<file path="src/rtl/pp_axis2mat_pkg.sv">
// pp_axis2mat_pkg: shared widths and FSM encoding for the AXI-to-Mat pixel unpacker.
package pp_axis2mat_pkg;
    localparam int PIXEL_W = 24;
    localparam int WORD_W  = 64;
    localparam int DIM_W   = 16;
    localparam int BUF_W   = 128;
    localparam int FILL_W  = 8;
    typedef enum logic [2:0] {IDLE, MUL, CNT, RUN, DONE} fsm_t;
endpackage

</file>
<file path="src/rtl/pp_axis2mat_bitbuf.sv">
// pp_axis2mat_bitbuf: LSB-first bit buffer; words append above the valid bits, pixels leave from the bottom.
module pp_axis2mat_bitbuf
    import pp_axis2mat_pkg::*;
(
    input  logic               clk,
    input  logic               rst,
    input  logic               clr,
    input  logic               push,
    input  logic               pop,
    input  logic [WORD_W-1:0]  din,
    output logic [FILL_W-1:0]  fill,
    output logic [PIXEL_W-1:0] pix
);
    logic [BUF_W-1:0]  buf_q, buf_d, kept;
    logic [FILL_W-1:0] fill_q, fill_d, base;
    // Bits above fill are always zero, so appending is a plain OR.
    always_comb begin
        kept   = pop ? buf_q >> PIXEL_W : buf_q;
        base   = pop ? fill_q - FILL_W'(PIXEL_W) : fill_q;
        buf_d  = clr ? '0 : push ? kept | (BUF_W'(din) << base) : kept;
        fill_d = clr ? '0 : push ? base + FILL_W'(WORD_W) : base;
    end
    always_ff @(posedge clk or posedge rst) begin
        if (rst) begin
            buf_q  <= '0;
            fill_q <= '0;
        end else begin
            buf_q  <= buf_d;
            fill_q <= fill_d;
        end
    end
    assign fill = fill_q;
    assign pix  = buf_q[PIXEL_W-1:0];
endmodule

</file>
<file path="src/rtl/pp_axis_to_mat_unpack.sv">
// pp_axis_to_mat_unpack: unpacks 64-bit FIFO words into one 24-bit pixel per cycle (ap_ctrl_chain).
// Define PP_AXIS2MAT_STALL_CNT_EN to add the stall_cycles counter port.
module pp_axis_to_mat_unpack
    import pp_axis2mat_pkg::*;
(
    input  logic               ap_clk,
    input  logic               ap_rst,
    input  logic               ap_start,
    output logic               ap_done,
    input  logic               ap_continue,
    output logic               ap_idle,
    output logic               ap_ready,
    input  logic [DIM_W-1:0]   rows,
    input  logic [DIM_W-1:0]   cols,
    input  logic [WORD_W-1:0]  ldata_dout,
    input  logic               ldata_empty_n,
    output logic               ldata_read,
    output logic [PIXEL_W-1:0] img_data_din,
    input  logic               img_data_full_n,
    output logic               img_data_write
`ifdef PP_AXIS2MAT_STALL_CNT_EN
   ,output logic [31:0]        stall_cycles
`endif
);
    fsm_t              state_q, state_d;
    logic [DIM_W-1:0]  rows_q, rows_d, cols_q, cols_d;
    logic [31:0]       pix_left_q, pix_left_d, words_left_q, words_left_d;
    logic              done_reg_q, done_reg_d;
    logic              start_ok, push, pop;
    logic [FILL_W-1:0] fill;
    always_comb begin
        start_ok     = state_q == IDLE && ap_start && !done_reg_q;
        push         = state_q == RUN && words_left_q != 0 && ldata_empty_n && fill <= FILL_W'(WORD_W);
        pop          = state_q == RUN && pix_left_q != 0 && fill >= FILL_W'(PIXEL_W) && img_data_full_n;
        state_d      = state_q;
        rows_d       = rows_q;
        cols_d       = cols_q;
        pix_left_d   = pop ? pix_left_q - 32'd1 : pix_left_q;
        words_left_d = push ? words_left_q - 32'd1 : words_left_q;
        done_reg_d   = state_q == DONE ? 1'b1 : ap_continue ? 1'b0 : done_reg_q;
        case (state_q)
            IDLE: if (start_ok) begin
                rows_d  = rows;
                cols_d  = cols;
                state_d = MUL;
            end
            MUL: begin
                pix_left_d = 32'(rows_q) * 32'(cols_q);
                state_d    = CNT;
            end
            CNT: begin
                words_left_d = 32'((35'(pix_left_q) * 35'd3 + 35'd7) >> 3);
                state_d      = pix_left_q == 0 ? DONE : RUN;
            end
            RUN:     state_d = pop && pix_left_q == 32'd1 ? DONE : RUN;
            DONE:    state_d = IDLE;
            default: state_d = IDLE;
        endcase
    end
    always_ff @(posedge ap_clk or posedge ap_rst) begin
        if (ap_rst) begin
            state_q      <= IDLE;
            rows_q       <= '0;
            cols_q       <= '0;
            pix_left_q   <= '0;
            words_left_q <= '0;
            done_reg_q   <= 1'b0;
        end else begin
            state_q      <= state_d;
            rows_q       <= rows_d;
            cols_q       <= cols_d;
            pix_left_q   <= pix_left_d;
            words_left_q <= words_left_d;
            done_reg_q   <= done_reg_d;
        end
    end
    pp_axis2mat_bitbuf u_bitbuf (
        .clk  (ap_clk),
        .rst  (ap_rst),
        .clr  (start_ok),
        .push (push),
        .pop  (pop),
        .din  (ldata_dout),
        .fill (fill),
        .pix  (img_data_din)
    );
    assign ap_done        = done_reg_q | (state_q == DONE);
    assign ap_ready       = state_q == DONE;
    assign ap_idle        = state_q == IDLE && !ap_start && !ap_rst;
    assign ldata_read     = push;
    assign img_data_write = pop;
`ifdef PP_AXIS2MAT_STALL_CNT_EN
    logic [31:0] stall_q, stall_d;
    logic        stall_hit;
    always_comb begin
        stall_hit = state_q == RUN && ((fill < FILL_W'(PIXEL_W) && !pop) || (fill >= FILL_W'(PIXEL_W) && !img_data_full_n));
        stall_d   = start_ok ? '0 : stall_hit && stall_q != '1 ? stall_q + 32'd1 : stall_q;
    end
    always_ff @(posedge ap_clk or posedge ap_rst) begin
        if (ap_rst) stall_q <= '0;
        else        stall_q <= stall_d;
    end
    assign stall_cycles = stall_q;
`endif
endmodule

</file>
<file path="config.mk">
export PLATFORM = sky130hd
export DESIGN_NAME = pp_axis_to_mat_unpack
export DESIGN_NICKNAME = d
export VERILOG_FILES = /design/src/rtl/pp_axis2mat_pkg.sv /design/src/rtl/pp_axis2mat_bitbuf.sv /design/src/rtl/pp_axis_to_mat_unpack.sv
export SDC_FILE = /design/constraint.sdc
export NUM_CORES = 2
export LEC_CHECK = 0
export ABC_AREA = 1
export CAP_MARGIN = 20
export CORE_ASPECT_RATIO = 2
export CORE_UTILIZATION = 35
export CTS_CLUSTER_DIAMETER = 80
export DETAILED_ROUTE_END_ITERATION = 12
export GPL_TIMING_DRIVEN = 0
export SLEW_MARGIN = 40
export SYNTH_ARGS = -nofsm -noshare
export SYNTH_HDL_FRONTEND = slang
export SYNTH_HIERARCHICAL = 1
export SYNTH_SLANG_ARGS = --single-unit
</file>
<file path="constraint.sdc">
create_clock -name ap_clk -period 7.6 [get_ports ap_clk]
set_input_delay 1.52 -clock ap_clk [delete_from_list [all_inputs] [get_ports ap_clk]]
set_output_delay 1.52 -clock ap_clk [all_outputs]
set_load 0.005 [all_outputs]
</file>
==> results.json <==
{
  "tritoncts": "yes",
  "maxCapViolCount": 0,
  "synth_top_cell_area_share": 0.2108,
  "rsz0062_at_grt": "false",
  "path_clk_slew_ns": 0.07,
  "cts_hold_buffers": 0,
  "finalHoldViolCount": 0,
  "synth_cells": 4202,
  "clock_latency_ns": 0.60,
  "grt_pass1_wl_um": 191200,
  "dpl.hpwl_um": 106900,
  "tightestPinTransition_ns": 0.9425,
  "htree_levels": 1,
  "layout_min_cycle_time_ns": 6.654,
  "overflow": 0,
  "initial_core_util": 0.3537,
  "viasPerCell": 5.235,
  "antenna_found_initial": 10,
  "dieHeight_um": 399.6,
  "mostFrequentLayoutCells": "nand2_1 (1403), inv_1 (700), nor2_1 (313)",
  "finalNonFillerCells": 5418,
  "rows": 145,
  "final_nets": 4862,
  "path_class": "flip-flop to flip-flop",
  "worst_setup_path_start_kind": "flip-flop",
  "numCtsBuffers": 27,
  "drcViolationCount": 0,
  "synth_area_um2": 27660,
  "synth_cell_types": 50,
  "skew_ns": 0.02053,
  "fin_crit_sh": 0.8755,
  "hp-class": "flip-flop to flip-flop",
  "worstPathArrival_ns": 7.14,
  "route.vias.total": 28364,
  "final-seq-area_um2": 5831,
  "layout-drive-gt1-share": 0.05153,
  "synth_seq_area_share": 0.2108,
  "fp.dieW_um": 200.8,
  "ys_ff_latch": 233,
  "antenna_left": 0,
  "worstPathMaxFanout": 10,
  "finalSetupViolCount": 0,
  "yosys.area.top_type": "dfrtp_1",
  "post_cts_buffers": 0,
  "drv_slew": 0,
  "finalWeightedCongestion": 1.111,
  "cp_data_required_time_ns": 8.09,
  "area_growth_pct": 13.33,
  "place_inst": 5365,
  "clk_path_buf_depth": 3,
  "multiInputGateArea_um2": 18090,
  "grt_pass1_vias": 28964,
  "io_buffers": 130,
  "core_area_um2": 78190,
  "grt.total_usage": 0.3338,
  "io-pin-count": 131,
  "status": "finished, final reports clean",
  "firstDrtPassIters": 5,
  "avgSynthCellArea_um2": 6.583,
  "die_area_um2": 80230,
  "cts_resized": 0,
  "cts.sinks": 233,
  "grt_max_degree": 69,
  "fillers": 8660,
  "synth_area_leaders": "dfrtp_1 (21%), nand2_1 (19%), fa_1 (14%)",
  "crit_path_end_kind": "flip-flop",
  "yosys_warnings": 6,
  "wirelength_um": 134000,
  "drt_iter0_markers": 1584,
  "utilization": 0.4009,
  "final_common_cell": "nand2_1",
  "max_freq_mhz": 150.3,
  "avgRoutedWirePerCell_um": 24.74,
  "relSlewSlack": 0.3669,
  "root_buffer": "clkbuf_16"
}
[path summary, 6_finish.rpt]
| kind | slack (ns) | cells past startpoint | to | from |
|---|---|---|---|---|
| min in group asynchronous | 1.61 | 2 | rows_q[1]$_DFFE_PP0P_ | ap_rst |
| max | 0.95 | 22 | pix_left_q[23]$_DFFE_PP0P_ | cols_q[3]$_DFFE_PP0P_ |
| min | 0.54 | 2 | u_bitbuf/buf_q[123]$_DFF_PP0_ | u_bitbuf/buf_q[123]$_DFF_PP0_ |
| max in group asynchronous | 5.14 | 3 | u_bitbuf/buf_q[48]$_DFF_PP0_ | ap_rst |
| min reg2reg | 0.54 | 2 | u_bitbuf/buf_q[123]$_DFF_PP0_ | u_bitbuf/buf_q[123]$_DFF_PP0_ |
| max reg2reg | 0.95 | 22 | pix_left_q[23]$_DFFE_PP0P_ | cols_q[3]$_DFFE_PP0P_ |
[layer usage]
layer / GRT usage / vias up / share of wire
met2: 0.6194 / 1009 / 0.52
met5: 0 / - / 0.00060
met4: 0.3227 / 12 / 0.11
li1: - / 13228 / -
met3: 0.05237 / 452 / 0.051
met1: 0.3073 / 13663 / 0.32
[synth_stat cells (all sizes together)]
master and n:
nor4 2, xnor2 14, ha 201, a31o 1, nand3 280, o21bai 10, buf 104, o21a 3
xor2 24, fa 194, a31oi 26, inv 714, o211ai 15, nand4 20, or2 6, nor2 325
o22ai 2, nand3b 15, conb 1, dfrtp 233, clkbuf 117, nor3 26, mux2i 24, and3 1
a21boi 1, o41ai 1, a21o 3, a21oi 212, nand2 1411, o21ai 201, and2 1, a22oi 14
[state kept, by name (all words and copies together), names as in the netlist]
name / count
cols_q: 16
done_reg_q: 1
state_q: 3
words_left_q: 32
pix_left_q: 32
u_bitbuf/fill: 5
rows_q: 16
u_bitbuf/buf_q: 128
[cell type report]
cell class / instances / share of cell area
clock inverters: 10 / 0.005069
diodes: 3 / 0.0002395
plain buffers: 221 / 0.03560
repair buffers: 132 / 0.04327
flip-flops and latches: 233 / 0.1860
well taps: 1029 / 0.04107
inverters: 714 / 0.08598
clock buffers: 40 / 0.02567
multi-input cells: 3036 / 0.5771
[through the flow]
stage | instance area (um^2) | hold slack [ns] | setup TNS [ns] | worst slack (ns)
floorplan | 27670 | 0.4864 | 0 | 2.273
global placement | 30260 | 0.5156 | -40.52 | -0.3207
detailed placement | 30370 | 0.5242 | 0 | 0.9883
CTS | 31340 | 0.5343 | 0 | 0.9888
global route | 31340 | 0.5619 | 0 | 0.5890
finish | 31350 | 0.5365 | 0 | 0.9460
[cells by family (layout without fill, tap and decap cells)]
family          after synthesis  in the layout  share of synthesized area
simple gates               2087           2087                     0.3066
buf+inv                     935           1117                     0.1356
fa+ha+maj                   395            395                     0.2313
flops                       233            233                     0.2108
other cells                   1              6                  0.0001356
compound gates              489            489                    0.09481
xor+xnor                     38             38                    0.01203
mux                          24             24                   0.008685
[worst max-delay path, cell delays in order (launching register included)]
cell and delay (ns):
dfrtp_1 0.32, clkbuf_1 0.60, clkbuf_1 0.54, nand2_1 0.15
fa_1 0.51, fa_1 0.53, fa_1 0.52, inv_1 0.06
fa_1 0.51, fa_1 0.54, inv_1 0.06, fa_1 0.53
inv_1 0.06, ha_1 0.35, nand2_1 0.10, nand2_1 0.07
a21oi_1 0.19, nand3_1 0.20, nand2_1 0.13, nand2_1 0.05
nand2_1 0.05, nand3_1 0.16, a22oi_1 0.32
Power is left out: the tool's default activity adds up to more than one toggle a clock period on the data nets, which glitch-free logic cannot reach.
